[src/rtl/regfile_writeback_unit.sv]
// Register-file write-port master: merges ALU results with in-order load responses,
// extracts/extends load data and keeps a per-register load-busy scoreboard.
module regfile_writeback_unit #(
    parameter int LQ_DEPTH = 4,
    parameter int XLEN     = 32
) (
    input  logic            clk,
    input  logic            rst_n,
    input  logic            ld_issue_valid,
    output logic            ld_issue_ready,
    input  logic [4:0]      ld_issue_rd,
    input  logic [2:0]      ld_issue_funct3,
    input  logic [1:0]      ld_issue_off,
    input  logic            mem_rsp_valid,
    output logic            mem_rsp_ready,
    input  logic [XLEN-1:0] mem_rsp_data,
    input  logic            alu_valid,
    output logic            alu_ready,
    input  logic [4:0]      alu_rd,
    input  logic [XLEN-1:0] alu_data,
    output logic [31:0]     busy,
    output logic            RegWEn,
    output logic [4:0]      AddrD,
    output logic [XLEN-1:0] DataD,
    output logic            rsp_err
);

    localparam int PTR_W = $clog2(LQ_DEPTH);

    typedef enum logic [2:0] {
        F3_LB  = 3'b000,
        F3_LH  = 3'b001,
        F3_LW  = 3'b010,
        F3_LBU = 3'b100,
        F3_LHU = 3'b101
    } ld_funct3_e;

    typedef struct packed {
        logic [4:0] rd;
        logic [2:0] funct3;
        logic [1:0] off;
    } lq_entry_t;

    lq_entry_t           lq_mem [LQ_DEPTH];
    logic [PTR_W-1:0]    wr_ptr_q, wr_ptr_d, rd_ptr_q, rd_ptr_d;
    logic [PTR_W:0]      count_q, count_d;
    logic [31:0]         busy_q, busy_d;
    logic                reg_wen_q, reg_wen_d;
    logic [4:0]          wb_addr_q, wb_addr_d;
    logic [XLEN-1:0]     wb_data_q, wb_data_d;
    logic                rsp_err_q, rsp_err_d;

    lq_entry_t           head;
    logic                lq_empty, lq_full, push, pop, alu_fire;
    logic [7:0]          ld_byte;
    logic [15:0]         ld_half;
    logic [XLEN-1:0]     ld_result;
    logic                ld_illegal;
    logic                dup_rd;
    logic [PTR_W-1:0]    scan_idx;

    assign head           = lq_mem[rd_ptr_q];
    assign lq_empty       = (count_q == '0);
    assign lq_full        = (count_q == (PTR_W+1)'(LQ_DEPTH));
    assign ld_issue_ready = !lq_full;
    assign mem_rsp_ready  = 1'b1;
    assign push           = ld_issue_valid && ld_issue_ready;
    assign pop            = mem_rsp_valid && !lq_empty;
    assign alu_ready      = !pop;
    assign alu_fire       = alu_valid && alu_ready;

    assign ld_byte = 8'(mem_rsp_data >> {head.off, 3'b000});
    assign ld_half = 16'(mem_rsp_data >> {head.off[1], 4'b0000});

    // NOTE: every always_comb output gets a default first so no path can infer a latch.
    always_comb begin
        ld_result  = mem_rsp_data;
        ld_illegal = 1'b0;
        case (head.funct3)
            F3_LB:   ld_result = {{(XLEN-8){ld_byte[7]}}, ld_byte};
            F3_LBU:  ld_result = {{(XLEN-8){1'b0}}, ld_byte};
            F3_LH:   ld_result = {{(XLEN-16){ld_half[15]}}, ld_half};
            F3_LHU:  ld_result = {{(XLEN-16){1'b0}}, ld_half};
            F3_LW:   ld_result = mem_rsp_data;
            default: ld_illegal = 1'b1;
        endcase
    end

    // Another live entry behind the head still targeting head.rd keeps the register busy.
    always_comb begin
        dup_rd   = 1'b0;
        scan_idx = rd_ptr_q;
        for (int i = 1; i < LQ_DEPTH; i++) begin
            scan_idx = rd_ptr_q + PTR_W'(i);
            if (((PTR_W+1)'(i) < count_q) && (lq_mem[scan_idx].rd == head.rd))
                dup_rd = 1'b1;
        end
    end

    always_comb begin
        wr_ptr_d = push ? wr_ptr_q + PTR_W'(1) : wr_ptr_q;
        rd_ptr_d = pop  ? rd_ptr_q + PTR_W'(1) : rd_ptr_q;
        count_d  = count_q;
        case ({push, pop})
            2'b10:   count_d = count_q + (PTR_W+1)'(1);
            2'b01:   count_d = count_q - (PTR_W+1)'(1);
            default: count_d = count_q;
        endcase

        // Clear first, then set, so a same-cycle issue to the popped rd keeps it busy.
        busy_d = busy_q;
        if (pop && (head.rd != 5'd0) && !dup_rd)
            busy_d[head.rd] = 1'b0;
        if (push && (ld_issue_rd != 5'd0))
            busy_d[ld_issue_rd] = 1'b1;

        reg_wen_d = 1'b0;
        wb_addr_d = wb_addr_q;
        wb_data_d = wb_data_q;
        if (pop) begin
            reg_wen_d = (head.rd != 5'd0);
            wb_addr_d = head.rd;
            wb_data_d = ld_result;
        end else if (alu_fire) begin
            reg_wen_d = (alu_rd != 5'd0);
            wb_addr_d = alu_rd;
            wb_data_d = alu_data;
        end

        rsp_err_d = rsp_err_q || (mem_rsp_valid && lq_empty) || (pop && ld_illegal);
    end

    // NOTE: sequential state uses non-blocking assignments only.
    always_ff @(posedge clk or negedge rst_n) begin
        if (!rst_n) begin
            wr_ptr_q  <= '0;
            rd_ptr_q  <= '0;
            count_q   <= '0;
            busy_q    <= '0;
            reg_wen_q <= 1'b0;
            wb_addr_q <= '0;
            wb_data_q <= '0;
            rsp_err_q <= 1'b0;
        end else begin
            wr_ptr_q  <= wr_ptr_d;
            rd_ptr_q  <= rd_ptr_d;
            count_q   <= count_d;
            busy_q    <= busy_d;
            reg_wen_q <= reg_wen_d;
            wb_addr_q <= wb_addr_d;
            wb_data_q <= wb_data_d;
            rsp_err_q <= rsp_err_d;
        end
    end

    // NOTE: queue payload is not reset; occupancy (count/pointers) decides what is valid.
    always_ff @(posedge clk) begin
        if (push)
            lq_mem[wr_ptr_q] <= '{rd: ld_issue_rd, funct3: ld_issue_funct3, off: ld_issue_off};
    end

    assign busy    = busy_q;
    assign RegWEn  = reg_wen_q;
    assign AddrD   = wb_addr_q;
    assign DataD   = wb_data_q;
    assign rsp_err = rsp_err_q;

endmodule
[config.mk]
export PLATFORM = sky130hd
export DESIGN_NAME = regfile_writeback_unit
export DESIGN_NICKNAME = d
export VERILOG_FILES = /design/src/rtl/regfile_writeback_unit.sv
export SDC_FILE = /design/constraint.sdc
export NUM_CORES = 1
export LEC_CHECK = 0
export CORE_MARGIN = 2
export CORE_UTILIZATION = 40
export DETAILED_ROUTE_END_ITERATION = 8
export GPL_TIMING_DRIVEN = 0
export HOLD_SLACK_MARGIN = 0.12
export MAX_ROUTING_LAYER = met4
export PLACE_DENSITY = 0.69
export SLEW_MARGIN = 25
export SYNTH_ARGS = -nofsm -noshare
export SYNTH_HDL_FRONTEND = slang
export SYNTH_SLANG_ARGS = --single-unit
[constraint.sdc]
create_clock -name clk -period 4.39 [get_ports clk]
set_clock_uncertainty 0.05 [all_clocks]
set_input_delay 0.878 -clock clk [delete_from_list [all_inputs] [get_ports clk]]
set_output_delay 0.878 -clock clk [all_outputs]
set_load 0.01 [all_outputs]
==> results.toml <==
[run_status]
status = "complete, no violations"

[global_routing]
grt_pass1_vias = 5881
grt_max_degree = 43
antenna_found_initial = 0
grt_overflow = 0
grt_pass1_wl_mm = 32.1
grtUsageTotal = 0.245

[cts]
htreeDepth = 4
clock-sinks = 118
cts_inserted_buffers = 17
cts_resized = 0
clkTransAtPathRegs_ps = 60
cts_tree = "yes"
cts_setup_buffers = 0
holdBufCountCts = 0
clockBufferDepth = 2
clock_tree.root_cell = "clkbuf_16"
clkLatencyLatePin_ps = 420

[floorplan]
initial_core_util = 0.405
rows = 47
die_x_um = 133
core_um2 = 16400
ios = 158
die_h_um = 133
die_area_um2 = 17700

[worst_setup_path]
crit_arrival_ps = 2780
start_kind = "input port"
r2r_slack_ps = 1490
required_ps = 3460
cpMostUsedCell = "clkdlybuf4s50_1"
slowest_delay_ps = 660
endpoint_kind = "primary output"
worstSetupPathType = "input port to primary output"
crit_chain = "clkdlybuf4s50_1, nand2_1, clkbuf_1, clkdlybuf4s50_1"
path_max_fanout = 10
slowest_stage = "clkdlybuf4s50_1"

[yosys]
yosys.area.top_type = "dfrtp_1"
yosysTopAreaCellShare = 0.294
synth_cell_types = 56
synth-seq-cells = 118
ys.flop_type = "dfrtp_1"
ys_seq_area_frac = 0.475
synth.most_common_cell = "dfrtp_1"
synthArstFlopShare = 0.661
synth_edf_count = 40
syn-num-nets = 730
ys.warnings.count = 0
synth_area_leaders = "dfrtp_1 (29%), edfxtp_1 (18%), mux2i_1 (6.9%)"
postSynthCellCount = 637
netlist_top_cells_count = "dfrtp_1 (78), nor2_1 (49), mux2i_1 (46), o21ai_0 (45), edfxtp_1 (40)"
avgSynthCellArea_um2 = 10.4
netlist_area_um2 = 6640

[sta]
min_period_ps = 3700
slew_headroom = 0.495
layout_setup_ws_ps = 687
setup_viol = 0
holdWs_ps = 382
worst_slew_pin_slew_ps = 758
rsz0062_at_grt = "no"
fmax_mhz = 270
maxSlewViolCount = 0
final_hold_viol_count = 0
finalCritPeriodShare = 0.844

[placed_design]
place_inst = 1014
postPlaceCellArea_um2 = 8500
gp_congestion = 0.917
hpwl_mm = 15.5
pre_cts_slack_ps = 726
portBuffers = 156

[power]
clkPwrFrac = 0.237
comb_power_share = 0.475
leakagePower_nw = 3.50
peakVddDrop_mv = 0.337
p_int_w = 0.00402
seqPwrFrac = 0.288
power_w = 0.00634
swShare = 0.366
powerDensity_nw_per_um2 = 694
netSwitchingPower_w = 0.00232

[cells_and_area]
layout-drive-gt1-share = 0.0969
final_area_um2 = 9130
stdcell_count = 1046
synthToLayoutAreaGrowth_pct = 37.5
antenna_cells = 0
n_fill_cell = 1390
final_nets = 906

[drt]
routed_wl_mm = 20.6
ant_nets = 0
wl_per_cell_um = 19.7
num_vias = 5738
drt-initial-drc-count = 444
vias_per_cell = 5.49
drc = 0
drt_pass1_iterations = 7

[worst_hold_path]
min_path_type = "input port to asynchronous set/reset pin"

[run]
maxCapViolCount = 0
[logic make-up (layout without fill, tap and decap cells)]
| kind of cell | Yosys count | in the layout | synth area share |
|---|---|---|---|
| multiplexers | 65 | 65 | 0.119 |
| XOR/XNOR | 42 | 42 | 0.0554 |
| other | 1 | 1 | 0.000565 |
| AND/OR/NAND/NOR | 190 | 190 | 0.149 |
| buffers and inverters | 70 | 259 | 0.0462 |
| adder cells (fa/ha/maj) | 9 | 9 | 0.0170 |
| AO/OA/AOI/OAI | 142 | 142 | 0.139 |
| flip-flops | 118 | 118 | 0.475 |
[routing by layer]
layer | up-vias | GRT usage | share of wire
li1 | 2688 | - | -
met1 | 2741 | 0.294 | 0.42
met2 | 263 | 0.391 | 0.47
met3 | 46 | 0.0625 | 0.075
met4 | 0 | 0.108 | 0.034
met5 | - | - | 0
[state kept, by name, indices dropped and copies added, names as in the netlist]
| register | flops |
|---|---|
| RegWEn | 1 |
| count_q | 3 |
| rd_ptr_q | 2 |
| rsp_err | 1 |
| AddrD | 5 |
| DataD | 32 |
| wr_ptr_q | 2 |
| lq_mem | 40 |
| busy | 32 |
[power by group through the flow]
| stage | combinational, W | sequential [W] | clock [W] |
|---|---|---|---|
| 5_1_grt | 0.00327 | 0.00187 | 0.00158 |
| 4_1_cts | 0.00302 | 0.00183 | 0.00153 |
| 2_1_floorplan | 0.00162 | 0.00192 | 0 |
| 3_5_place_dp | 0.00300 | 0.00184 | 0 |
| 3_3_place_gp | 0.00295 | 0.00183 | 0 |
| 6_report | 0.00301 | 0.00182 | 0.00150 |
[area by class of cell]
class                   count  area (µm²)  area share
multi-input cells         449        3180       0.348
flip-flops and latches    118        3150       0.345
repair buffers            157        1580       0.173
clock buffers              17         425      0.0466
well taps                 220         275      0.0301
plain buffers              58         262      0.0286
clock inverters            15         210      0.0230
inverters                  12        45.0     0.00493
[final timing paths]
kind                                    startpoint  cells after the start                      end
setup / recovery                     mem_rsp_valid                      4                alu_ready
hold / removal                               rst_n                      1    DataD[12]$_DFFE_PN0P_
setup reg to reg           rd_ptr_q[1]$_DFFE_PN0P_                      9       busy[28]$_DFF_PN0_
hold reg to reg                  busy[0]$_DFF_PN0_                      1        busy[0]$_DFF_PN0_
max in group asynchronous                    rst_n                      2  wr_ptr_q[0]$_DFFE_PN0P_
min in group clk                 busy[0]$_DFF_PN0_                      1        busy[0]$_DFF_PN0_
[critical path: cells and delay by family]
family	cells	cell delay, ps
simple gates	1	310
buf+inv	3	1580
[stage by stage]
step | utilization | TNS [ps]
floorplan | - | 0
global placement | 0.517 | -31900
detailed placement | 0.518 | 0
CTS | 0.557 | 0
global route | 0.557 | 0
finish | 0.557 | 0
[cell usage in the layout, fill, tap and decap left out, drive strengths merged, types with 18 or more instances in the layout]
| cell type | count |
|---|---|
| a21oi | 25 |
| buf | 21 |
| clkbuf | 56 |
| clkdlybuf4s50 | 155 |
| dfrtp | 78 |
| edfxtp | 40 |
| mux2i | 46 |
| nand2 | 30 |
| nand3 | 18 |
| nor2 | 49 |
| nor3 | 24 |
| o211ai | 18 |
| o21ai | 46 |
| o22a | 18 |
| xnor2 | 27 |
No activity file was read; power rests on OpenSTA's default activity.
